==> config.mk <==
export PLATFORM = sky130hd
export DESIGN_NAME = ce_ls_ctrl
export DESIGN_NICKNAME = d
export VERILOG_FILES = /design/src/rtl/ce_pkg.sv /design/src/rtl/ce_ls_ctrl_addr_gen.sv /design/src/rtl/ce_ls_ctrl.sv
export SDC_FILE = /design/constraint.sdc
export NUM_CORES = 1
export LEC_CHECK = 0
export ABC_AREA = 1
export CORE_MARGIN = 4
export CORE_UTILIZATION = 35
export DETAILED_ROUTE_END_ITERATION = 12
export PLACE_DENSITY = 0.55
export SETUP_SLACK_MARGIN = 0.15
export SKIP_LAST_GASP = 1
export SYNTH_ARGS = -nofsm -noshare
export SYNTH_HDL_FRONTEND = slang
export SYNTH_SLANG_ARGS = --single-unit
==> constraint.sdc <==
create_clock -name clk -period 4.57 [get_ports clk]
set_clock_uncertainty 0.2 [all_clocks]
set_input_delay 1.1425 -clock clk [delete_from_list [all_inputs] [get_ports clk]]
set_output_delay 1.1425 -clock clk [all_outputs]
set_load 0.03 [all_outputs]
==> src/rtl/ce_pkg.sv <==
// ce_pkg -- shared definitions for the channel-estimation LS sequencer.
//   CE_MAX_UE        : UEs that can be sequenced in one RS symbol
//   CE_*_MIN/MAX     : legal ranges for the per-symbol configuration
//   ce_state_e       : sequencer FSM encoding
//   ce_cfg_legal()   : range check applied to a start request
package ce_pkg;

  localparam int CE_MAX_UE     = 4;
  localparam int CE_NUM_UE_MIN = 1;
  localparam int CE_NUM_RX_MIN = 1;
  localparam int CE_NUM_RX_MAX = 2;
  localparam int CE_LEN_MIN    = 2;

  typedef enum logic [1:0] {
    ST_IDLE  = 2'd0,
    ST_RUN   = 2'd1,
    ST_DRAIN = 2'd2
  } ce_state_e;

  // Upper length bound is the buffer depth, 2^w_addr subcarriers.
  function automatic logic ce_cfg_legal(input logic [2:0]  num_ue,
                                        input logic [1:0]  num_rx,
                                        input logic [11:0] len,
                                        input int          max_ue,
                                        input int          w_addr);
    return (int'(num_ue) >= CE_NUM_UE_MIN) && (int'(num_ue) <= max_ue) &&
           (int'(num_rx) >= CE_NUM_RX_MIN) && (int'(num_rx) <= CE_NUM_RX_MAX) &&
           (int'(len) >= CE_LEN_MIN) && (int'(len) <= (1 << w_addr));
  endfunction

endpackage

==> src/rtl/ce_ls_ctrl_addr_gen.sv <==
// ce_ls_ctrl_addr_gen -- subcarrier address, pass, UE and antenna counters.
//   clk, rst_n_sync : clock, synchronous active-low reset
//   clear           : restart counters at an accepted start
//   run             : sequencer is issuing reads
//   ready           : LS datapath ready; gates every read
//   num_rx_m1       : 1 when two antennas are configured
//   len_m1          : last address of a pass
//   last_pass       : index of the final pass (num_ue*num_rx-1)
//   buf_rd_en/addr  : buffer read strobe and address (stage p0)
//   ls_valid/sop/eop, ue_idx, buf_ant : framing aligned to read data (stage p1)
//   last_issue      : final sample of final pass is being read this cycle
module ce_ls_ctrl_addr_gen
  import ce_pkg::*;
#(
  parameter int wAddr = 11
) (
  input  logic             clk,
  input  logic             rst_n_sync,
  input  logic             clear,
  input  logic             run,
  input  logic             ready,
  input  logic             num_rx_m1,
  input  logic [wAddr:0]   len_m1,
  input  logic [2:0]       last_pass,
  output logic             buf_rd_en,
  output logic [wAddr-1:0] buf_rd_addr,
  output logic             ls_valid,
  output logic             ls_sop,
  output logic             ls_eop,
  output logic [1:0]       ue_idx,
  output logic             buf_ant,
  output logic             last_issue
);

  logic [wAddr:0] addr_p0;
  logic [2:0]     pass_p0;
  logic [1:0]     ue_p0;
  logic           ant_p0;
  logic           rd_en_p0;
  logic           pass_end_p0;

  logic           vld_p1;
  logic           sop_p1;
  logic           eop_p1;
  logic [1:0]     ue_p1;
  logic           ant_p1;

  // ---- stage p0: read request to the subcarrier buffer ----
  assign rd_en_p0    = run & ready;
  assign pass_end_p0 = (addr_p0 == len_m1);
  assign last_issue  = rd_en_p0 & pass_end_p0 & (pass_p0 == last_pass);

  always_ff @(posedge clk) begin
    if (!rst_n_sync) begin
      addr_p0 <= '0;
      pass_p0 <= '0;
      ue_p0   <= '0;
      ant_p0  <= 1'b0;
    end else if (clear) begin
      addr_p0 <= '0;
      pass_p0 <= '0;
      ue_p0   <= '0;
      ant_p0  <= 1'b0;
    end else if (rd_en_p0) begin
      if (pass_end_p0) begin
        // Antenna is the inner loop: UE only moves once all antennas are done.
        addr_p0 <= '0;
        pass_p0 <= pass_p0 + 3'd1;
        if (ant_p0 == num_rx_m1) begin
          ant_p0 <= 1'b0;
          ue_p0  <= ue_p0 + 2'd1;
        end else begin
          ant_p0 <= 1'b1;
        end
      end else begin
        addr_p0 <= addr_p0 + 1'b1;
      end
    end
  end

  // ---- stage p1: framing aligned with buffer read data ----
  always_ff @(posedge clk) begin
    if (!rst_n_sync) begin
      vld_p1 <= 1'b0;
      sop_p1 <= 1'b0;
      eop_p1 <= 1'b0;
      ue_p1  <= '0;
      ant_p1 <= 1'b0;
    end else begin
      vld_p1 <= rd_en_p0;
      sop_p1 <= rd_en_p0 & (addr_p0 == '0);
      eop_p1 <= rd_en_p0 & pass_end_p0;
      // Held through stalls so the pass identity stays with its samples.
      if (rd_en_p0) begin
        ue_p1  <= ue_p0;
        ant_p1 <= ant_p0;
      end
    end
  end

  assign buf_rd_en   = rd_en_p0;
  assign buf_rd_addr = addr_p0[wAddr-1:0];
  assign ls_valid    = vld_p1;
  assign ls_sop      = sop_p1;
  assign ls_eop      = eop_p1;
  assign ue_idx      = ue_p1;
  assign buf_ant     = ant_p1;

endmodule

==> src/rtl/ce_ls_ctrl.sv <==
// ce_ls_ctrl -- sequences LS channel-estimation passes for one RS symbol.
//   clk, rst_n_sync        : clock, synchronous active-low reset
//   start, num_ue, num_rx, len : request and per-symbol configuration
//   buf_rd_en/addr, buf_ant: subcarrier buffer read port
//   ue_idx                 : UE index to the RS-tx coefficient generator
//   ls_sink_ready          : backpressure from the LS datapath
//   ls_valid/sop/eop       : stream framing to the LS datapath
//   ls_source_valid/eop    : LS output framing, used to detect drain
//   busy, done, err        : status (done/err are one-cycle pulses)
module ce_ls_ctrl
  import ce_pkg::*;
#(
  parameter int wAddr  = 11,
  parameter int MAX_UE = CE_MAX_UE
) (
  input  logic             clk,
  input  logic             rst_n_sync,
  input  logic             start,
  input  logic [2:0]       num_ue,
  input  logic [1:0]       num_rx,
  input  logic [11:0]      len,
  output logic             buf_rd_en,
  output logic [wAddr-1:0] buf_rd_addr,
  output logic             buf_ant,
  output logic [1:0]       ue_idx,
  input  logic             ls_sink_ready,
  output logic             ls_valid,
  output logic             ls_sop,
  output logic             ls_eop,
  input  logic             ls_source_valid,
  input  logic             ls_source_eop,
  output logic             busy,
  output logic             done,
  output logic             err
);

  localparam int AW = wAddr + 1;

  ce_state_e      state_q, state_d;
  logic [2:0]     num_ue_q;
  logic [1:0]     num_rx_q;
  logic [11:0]    len_q;
  logic [3:0]     eop_cnt_q;
  logic           err_q;
  logic           done_q;

  logic           start_ok;
  logic           last_issue;
  logic           eop_hit;
  logic           drain_fin;
  logic [3:0]     total_passes;
  logic [AW-1:0]  len_m1;
  logic [2:0]     last_pass;
  logic           num_rx_m1;

  assign start_ok     = start && (state_q == ST_IDLE) &&
                        ce_cfg_legal(num_ue, num_rx, len, MAX_UE, wAddr);
  assign total_passes = 4'(num_ue_q) * 4'(num_rx_q);
  assign last_pass    = 3'(total_passes - 4'd1);
  assign len_m1       = AW'(len_q - 12'd1);
  assign num_rx_m1    = (num_rx_q == 2'd2);

  // Eops are counted from acceptance, so a fast LS path that returns eops
  // while still in RUN is handled; >= lets DRAIN finish on entry in that case.
  assign eop_hit   = (state_q != ST_IDLE) && ls_source_valid && ls_source_eop;
  assign drain_fin = (state_q == ST_DRAIN) &&
                     (({1'b0, eop_cnt_q} + {4'd0, eop_hit}) >= {1'b0, total_passes});

  always_comb begin
    state_d = state_q;
    unique case (state_q)
      ST_IDLE:  if (start_ok)   state_d = ST_RUN;
      ST_RUN:   if (last_issue) state_d = ST_DRAIN;
      ST_DRAIN: if (drain_fin)  state_d = ST_IDLE;
      default:                  state_d = ST_IDLE;
    endcase
  end

  always_ff @(posedge clk) begin
    if (!rst_n_sync) begin
      state_q   <= ST_IDLE;
      num_ue_q  <= '0;
      num_rx_q  <= '0;
      len_q     <= '0;
      eop_cnt_q <= '0;
      err_q     <= 1'b0;
      done_q    <= 1'b0;
    end else begin
      state_q <= state_d;
      err_q   <= start && !start_ok;
      done_q  <= drain_fin;
      if (start_ok) begin
        num_ue_q  <= num_ue;
        num_rx_q  <= num_rx;
        len_q     <= len;
        eop_cnt_q <= '0;
      end else if (eop_hit) begin
        eop_cnt_q <= eop_cnt_q + 4'd1;
      end
    end
  end

  ce_ls_ctrl_addr_gen #(
    .wAddr (wAddr)
  ) u_addr_gen (
    .clk         (clk),
    .rst_n_sync  (rst_n_sync),
    .clear       (start_ok),
    .run         (state_q == ST_RUN),
    .ready       (ls_sink_ready),
    .num_rx_m1   (num_rx_m1),
    .len_m1      (len_m1),
    .last_pass   (last_pass),
    .buf_rd_en   (buf_rd_en),
    .buf_rd_addr (buf_rd_addr),
    .ls_valid    (ls_valid),
    .ls_sop      (ls_sop),
    .ls_eop      (ls_eop),
    .ue_idx      (ue_idx),
    .buf_ant     (buf_ant),
    .last_issue  (last_issue)
  );

  assign busy = (state_q != ST_IDLE);
  assign done = done_q;
  assign err  = err_q;

endmodule

==> summary.txt, run 1 <==
Hold path startpoint: u_addr_gen.ant_p0
Final Net Count: 497
Clock Tree Root: clkbuf_8
Starting DRT DRC Count: 78
Sequential share of the synthesized area: 0.330
GRT Total Usage: 0.147
Area leader, netlist: dfxtp_1
Post-Synth Simple-Gate Area: 0.333
Core Area: 8260 um2
Largest family of logic cells by synthesized area: simple AND/OR/NAND/NOR gates
R2R Path End: state_q[1]
Critical Path AT: 2430 ps
Non-Filler Instances: 566
Maximum clock insertion buffer count: 2
Setup repair bufs after CTS: 0
Antenna-violating nets left: 0
Hold Fails Final Rpt: 0
WP data required: 3230 ps
Post-synthesis adder-cell area fraction: 0.0614
Worst R2R Path Depth: 14
Largest cells by area after synthesis: dfxtp_1 33%, nand2_1 11%, inv_1 7.3%
Dpl cells: 558
Starting Density: 0.360
Delay-heaviest family, CP: buffers and inverters
Global placement routability congestion: 0.848
Most common cell after layout, fill and taps aside: nand2_1
Mapped cell area: 2970 um2
First-pass GRT wire length: 12000 um
CTS resizes: 0
Hold_buf cts: 0
DR pass1 iterations: 4
Worst VDD drop: 139 uV
Max-Cap Viols: 0
Flops & latches, synth: 49
Synth Warn #: 0
Critical path type: primary input to output port
CP max stage delay: 680 ps
Slowest stage cell on the critical path: clkdlybuf4s50_1
Peak Freq: 265 MHz
Top FF cell, synth: dfxtp_1
Vias per inst: 4.71
Pwr Density: 252 nW/um2
Rows: 33
DR vias: 2667
Asr flop ratio synth: 0
Worst hold endpoint: u_addr_gen.buf_ant
Area Overhead vs Synth: 19.3%
Overflow after GRT: 0
Largest net degree at the start of global routing: 31
Post-route DRC: 0
# fillers: 877
# clock sinks: 49
Share of layout cells above drive strength 1: 0.0911
Clock Latency Late Sink: 310 ps
Rel. slew slack: 0.740
Syn Inst Count: 426
Worst-Margin Slew: 389 ps
Die area: 10000 um2
Stages on the worst setup path: 4
Initial antenna violation count: 0
Worst hold path depth: 2
Die span in y: 100 um
Num CTS Buffers: 5
Total Routed Length: 6860 um
Post-synthesis mux area share: 0
Most frequent cells in the layout: 87 x nand2_1, 58 x inv_1, 57 x nor2_1
Synth cell types: 37
Die width: 100 um
CP Capture Type: output port
Pins Over Slew Limit: 0
I/O pins: 44
CP Max Fanout: 2
Antenna Cells: 0
Clock slew seen by the registers of the worst setup and hold paths: 90 ps
Final setup viols: 0
HP Class: register to register
Syn Nets: 463
PortBufs: 43
Final core occ: 0.430
Outcome: finished clean
Crit path cell chain: clkdlybuf4s50_1 > inv_1 > nor2_2 > clkdlybuf4s50_1
Synth Area in Compound Gates: 0.0968
Total leakage power: 0.00156 uW
Avg Inst Size Synth: 6.98 um2
Critical Path Start Type: primary input
CP Buf/Inv Count: 3
Post-synthesis xor/xnor area fraction: 0.0589
Critical R2R Launch: state_q[0]
Period utilisation layout: 0.826
Avg WL per Cell: 12.1 um
CTS HTree Levels: 2
Crit path time final: 3780 ps
Final hold slack: 303 ps
Final setup TNS: 0 ps
EDFF count, synth: 0
RSZ-0062 raised after global routing: false
Vias in the first global route: 2690
CTS tree: built
Worst R2R Setup Slack: 1880 ps
CP most frequent cell: clkdlybuf4s50_1
Synth top area share: 0.330
Hpwl dp: 5540 um
-- logic make-up (layout without fill, tap and decap cells) --
family,Yosys count,after routing
xor gates and xnor gates,20,20
and+or+nand+nor,208,208
AOI/OAI and AO/OA,54,54
DFF,49,49
adders and majority gates,14,14
buffers and inverters,81,116
-- metrics by stage --
stage | area, um2 | total power [uW] | setup WS (ps)
3_3_place_gp | 3430 | 582 | 795
5_1_grt | 3550 | 943 | 744
6_report | 3550 | 896 | 793
3_5_place_dp | 3430 | 584 | 798
2_1_floorplan | 2970 | 537 | 1430
4_1_cts | 3550 | 911 | 789
-- layer usage --
metal	up-vias	routed length (um)	GRT usage
met5	-	0	0
met4	0	150	0.0518
met3	14	213	0.0306
met2	33	3440	0.261
met1	1216	3060	0.174
li1	1404	-	-
-- synth_stat cells, types with 2 or more instances --
master,count
nor4_1,2
buf_4,11
o21ai_0,27
inv_1,58
nand3b_1,2
nand4_1,10
nand2_1,87
a21oi_2,2
ha_1,13
buf_2,3
nand2_2,7
xor2_1,13
xnor2_1,7
clkbuf_1,3
nor3b_1,2
dfxtp_1,49
a211oi_1,2
a21oi_1,20
nor2_2,7
nor2_4,3
inv_2,4
nor3b_2,2
nor2_1,57
nor4_2,2
nand3_1,21
-- cell type report --
class	count	area (um2)	area share
multi-input combinational	296	1640	0.461
sequential	49	981	0.276
timing repair buffer	46	453	0.128
inverter	62	233	0.0656
tap	105	131	0.0370
clock buffer	5	68.8	0.0194
clock inverter	3	46.3	0.0130
-- power by group --
part	leakage, uW	switching [uW]	internal, uW
clock	0.0000543	159	164
sequential	0.000396	7.99	435
combinational	0.00111	75.3	54.3
-- sequential cells by signal (all words and copies together) (netlist names), 2 cells and up --
register            cells
u_addr_gen.pass_p0      3
u_addr_gen.addr_p0     12
eop_cnt_q               4
u_addr_gen.ue_p0        2
state_q                 2
num_rx_q                2
u_addr_gen.ue_idx       2
num_ue_q                3
len_q                  12
-- worst max-delay path by stage --
stage / startpoint / endpoint / slack, ps
after floorplan: ls_source_valid / state_q[1] / 1430
after global placement: ls_sink_ready / buf_rd_en / 800
after detailed placement: ls_sink_ready / buf_rd_en / 800
after CTS: ls_sink_ready / buf_rd_en / 790
after global routing: ls_sink_ready / buf_rd_en / 740
final: ls_sink_ready / buf_rd_en / 790
-- worst min-delay path, cell delays in order (launching register included) --
cell     delay (ps)
dfxtp_1         310
inv_1            90
a21oi_1          70
Power figures use the tool's default switching activity.
==> run 2: changes to the inputs <==
--- a/config.mk
+++ b/config.mk
@@ -9,7 +9,7 @@
 export CORE_MARGIN = 4
 export CORE_UTILIZATION = 35
 export DETAILED_ROUTE_END_ITERATION = 12
-export PLACE_DENSITY = 0.55
+export PLACE_DENSITY = 0.57
 export SETUP_SLACK_MARGIN = 0.15
 export SKIP_LAST_GASP = 1
 export SYNTH_ARGS = -nofsm -noshare
==> constraint.sdc (replaced) <==
create_clock -name clk -period 3.3 [get_ports clk]
set_clock_uncertainty 0.2 [all_clocks]
set_input_delay 0.825 -clock clk [delete_from_list [all_inputs] [get_ports clk]]
set_output_delay 0.825 -clock clk [all_outputs]
set_load 0.03 [all_outputs]
==> run 2 against run 1 <==
Die area is the same. Cell count rose by 0.71%. Global-route usage decreased by 0.37 points. Non-clock buffer count increased by 4. Combinational power grew 39%. Largest power group unchanged.
==> summary.txt, run 2 (synthesized netlist as in run 1, its figures left out) <==
Outcome: finished clean
RSZ-0062 raised after global routing: false
Final setup TNS: 0 ps
First-pass GRT wire length: 11700 um
Vias in the first global route: 2582
Slowest stage cell on the critical path: clkdlybuf4s50_1
# clock sinks: 49
Rows: 33
Crit path time final: 2920 ps
Die area: 10000 um2
Avg WL per Cell: 11.7 um
CP max stage delay: 460 ps
Total leakage power: 0.00157 uW
Pins Over Slew Limit: 0
Die span in y: 100 um
Area Overhead vs Synth: 19.4%
Setup WS post-layout: 384 ps
Starting Density: 0.360
WP data required: 2270 ps
Clock Tree Root: clkbuf_8
DR vias: 2642
Num CTS Buffers: 5
Crit path cell chain: clkdlybuf4s50_1 > inv_1 > nor2_2 > buf_4 > buf_4
Critical Path Start Type: primary input
Clock slew seen by the registers of the worst setup and hold paths: 100 ps
HP Class: register to register
Pre-CTS setup slack: 17.7 ps
Total Routed Length: 6680 um
Hold Fails Final Rpt: 0
Pwr Density: 328 nW/um2
Power Total: 1160 uW
Starting DRT DRC Count: 85
Largest registers: len_q (12), u_addr_gen.addr_p0 (12), eop_cnt_q (4)
PortBufs: 43
CTS HTree Levels: 2
Critical Path AT: 1890 ps
Rel. slew slack: 0.753
Vias per inst: 4.64
DR pass1 iterations: 4
Stages on the worst setup path: 5
Overflow after GRT: 0
Global placement routability congestion: 0.881
Critical path type: primary input to output port
Worst-Margin Slew: 367 ps
Core Area: 8260 um2
Final setup viols: 0
I/O pins: 44
Post-route DRC: 0
Hpwl dp: 5490 um
Final hold slack: 307 ps
Worst R2R Path Depth: 14
Antenna Cells: 0
CP most frequent cell: buf_4
Peak Freq: 343 MHz
Die width: 100 um
CP Capture Type: output port
Period utilisation layout: 0.884
Setup repair bufs after CTS: 0
Delay-heaviest family, CP: buffers and inverters
Initial antenna violation count: 0
Worst hold path depth: 2
CP Buf/Inv Count: 4
Final core occ: 0.430
Largest net degree at the start of global routing: 25
Most frequent cells in the layout: 87 x nand2_1, 58 x inv_1, 57 x nor2_1
Antenna-violating nets left: 0
Final Net Count: 501
GRT Total Usage: 0.143
CTS tree: built
Clock Latency Late Sink: 310 ps
Maximum clock insertion buffer count: 2
Share of layout cells above drive strength 1: 0.101
Max-Cap Viols: 0
Most common cell after layout, fill and taps aside: nand2_1
Worst VDD drop: 186 uV
CP Max Fanout: 6
==> run 2: final timing paths <==
path,from,to,slack [ps]
setup / recovery,ls_sink_ready,buf_rd_en,380
hold / removal,len_q[1],len_q[1],310
setup reg to reg,state_q[0],state_q[1],680
hold reg to reg,len_q[1],len_q[1],310
==> run 2: worst min-delay path: cells and delay by family (launching register included) <==
family	cells	cell delay (ps)
buf+inv	1	80
flops	1	320
compound gates	1	70
==> run 2: area by class of cell <==
cell class / instances / area (um2)
Multi-Input combinational cell: 296 / 1640
Sequential cell: 49 / 981
Inverter: 62 / 233
Fill cell: 892 / 4710
Clock buffer: 5 / 68.8
Timing Repair Buffer: 50 / 480
Clock inverter: 3 / 22.5
Tap cell: 105 / 131
==> run 2: what timing repair did <==
item | in CTS | in global routing
gates resized for setup | 0 | 1
hold buffers | 0 | 0
endpoints found under the setup margin | 0 | 1
==> run 2: report_power, final <==
part	internal (uW)	switching, uW
sequential	603	11.2
clock	151	218
combinational	76.9	104
==> run 2: through the flow <==
step | instance area (um2) | cells
final | 3550 | 570
after global routing | 3550 | 570
after CTS | 3550 | 570
after detailed placement | 3460 | 562
after global placement | 3460 | 562
after floorplan | 2970 | 426
==> run 2: routing by layer <==
metal,vias to the layer above,global-route usage,share of wire
met5,-,0,0
met4,0,0.0311,0.0081
met3,4,0.0285,0.039
met2,34,0.248,0.48
met1,1190,0.184,0.47
li1,1414,-,-
==> run 3: changes to the inputs <==
--- a/config.mk
+++ b/config.mk
@@ -7,9 +7,10 @@
 export LEC_CHECK = 0
 export ABC_AREA = 1
 export CORE_MARGIN = 4
-export CORE_UTILIZATION = 35
+export CORE_UTILIZATION = 30
+export CTS_BUF_LIST = sky130_fd_sc_hd__clkbuf_4 sky130_fd_sc_hd__clkbuf_8 sky130_fd_sc_hd__clkbuf_16
 export DETAILED_ROUTE_END_ITERATION = 12
-export PLACE_DENSITY = 0.57
+export PLACE_DENSITY = 0.5
 export SETUP_SLACK_MARGIN = 0.15
 export SKIP_LAST_GASP = 1
 export SYNTH_ARGS = -nofsm -noshare
==> run 3 against run 2 <==
Critical endpoint is now state_q[1]. Clock power down 1%. Critical path depth grew 8. Highest routed layer unchanged. Cell area up 0.99%. Combinational power about the same. Die area increased by 15%. First-iteration DRC count down 16%. Via count is 1.2% higher. Clock-buffer cell count unchanged. Largest cell class unchanged.
==> summary.txt, run 3 (synthesized netlist as in run 1, its figures left out) <==
Global placement routability congestion: 0.821
Crit path cell chain: clkdlybuf4s50_1 > nand3_1 > inv_1 > ha_1 > ha_1 > ha_1 > a21boi_0 > o21a_1 > o21ai_0 > nand3b_1 > o21ai_0 > nand2_1 > a21oi_2
Pwr Density: 323 nW/um2
Hold Fails Final Rpt: 0
First-pass GRT wire length: 11800 um
Rel. slew slack: 0.746
Largest net degree at the start of global routing: 28
Worst hold path depth: 2
Period utilisation layout: 0.903
# fillers: 1085
Initial antenna violation count: 0
Pre-CTS setup slack: -1.60 ps
Hold_buf cts: 0
Starting Density: 0.306
Worst R2R Path Depth: 14
CP Max Fanout: 2
Placed Instance Area: 3500 um2
Num CTS Buffers: 5
Post-route DRC: 0
Avg WL per Cell: 11.8 um
HP Class: register to register
Hold path startpoint: len_q[1]
Setup WS post-layout: 320 ps
R2R Path End: state_q[1]
Die area: 11600 um2
CTS resizes: 0
Critical R2R Launch: state_q[0]
Maximum clock insertion buffer count: 2
Stages on the worst setup path: 13
Worst hold endpoint: len_q[1]
Setup repair bufs after CTS: 0
Clock Latency Late Sink: 310 ps
Worst-Margin Slew: 378 ps
CP Buf/Inv Count: 2
Post-Layout Inst Area: 3590 um2
DR vias: 2674
Total Routed Length: 7030 um
I/O pins: 44
CTS HTree Levels: 2
WP data required: 3350 ps
Crit path time final: 2980 ps
Most common cell after layout, fill and taps aside: nand2_1
Overflow after GRT: 0
Largest registers: len_q (12), u_addr_gen.addr_p0 (12), eop_cnt_q (4)
Critical Path AT: 3030 ps
Rows: 36
Starting DRT DRC Count: 71
Most frequent cells in the layout: 87 x nand2_1, 58 x inv_1, 57 x nor2_1
Max-Cap Viols: 0
Delay-heaviest family, CP: adder cells
Pins Over Slew Limit: 0
Peak Freq: 336 MHz
RSZ-0062 raised after global routing: false
Die width: 108 um
CP max stage delay: 390 ps
Vias per inst: 4.47
Total leakage power: 0.00156 uW
Final setup viols: 0
Area Overhead vs Synth: 20.6%
Critical Path Start Type: primary input
Antenna Cells: 0
Die span in y: 108 um
CTS tree: built
Worst R2R Setup Slack: 660 ps
Vias in the first global route: 2550
# clock sinks: 49
Power Total: 1160 uW
DR pass1 iterations: 4
Hpwl dp: 5780 um
Clock Tree Root: clkbuf_8
GRT Total Usage: 0.128
Outcome: finished clean
Final Net Count: 501
Core Area: 9730 um2
Multi-input gate area: 1640 um2
CP Capture Type: register
Register Area: 981 um2
CP most frequent cell: ha_1
Worst VDD drop: 140 uV
Antenna-violating nets left: 0
Slowest stage cell on the critical path: clkdlybuf4s50_1
Critical path type: primary input to register
PortBufs: 43
Clock slew seen by the registers of the worst setup and hold paths: 100 ps
Share of layout cells above drive strength 1: 0.101
==> run 3: final cells by class <==
type	instances	share of cell area
flip-flops and latches	49	0.273
clock inverters	3	0.00628
inverters	62	0.0649
multi-input cells	296	0.456
repair buffers	50	0.134
clock buffers	5	0.0192
well taps	133	0.0464
==> run 3: worst max-delay path by stage <==
stage / from / to
floorplan: ls_source_valid / state_q[1]
global placement: ls_source_valid / state_q[1]
detailed placement: ls_source_eop / state_q[1]
CTS: ls_source_eop / state_q[1]
global route: ls_source_eop / state_q[1]
finish: ls_source_valid / state_q[1]
==> run 3: metrics by stage <==
| stage | hold WS (ps) | cells | TNS, ps | utilization |
|---|---|---|---|---|
| 3_3_place_gp | 278 | 590 | 0 | 0.359 |
| 2_1_floorplan | 248 | 426 | 0 | - |
| 5_1_grt | 326 | 598 | 0 | 0.369 |
| 3_5_place_dp | 276 | 590 | -1.60 | 0.359 |
| 4_1_cts | 291 | 598 | 0 | 0.369 |
| 6_report | 286 | 598 | 0 | 0.369 |
==> run 3: per-layer routing <==
layer,vias to the layer above,GRT usage,routed length (um)
met1,1218,0.150,3080
met2,38,0.235,3610
met3,7,0.0240,239
met4,0,0.0352,89
li1,1411,-,-
met5,-,0,0
==> run 3: where the power goes <==
group | total, uW | switching (uW) | internal, uW | leakage (uW)
Sequential | 614 | 11.1 | 603 | 0.000396
Clock | 365 | 216 | 149 | 0.0000364
Combinational | 181 | 104 | 76.9 | 0.00113
==> run 3: worst min-delay path, stage by stage, from the launching register on <==
cell     delay (ps)
dfxtp_1         320
inv_1            70
a21oi_1          60
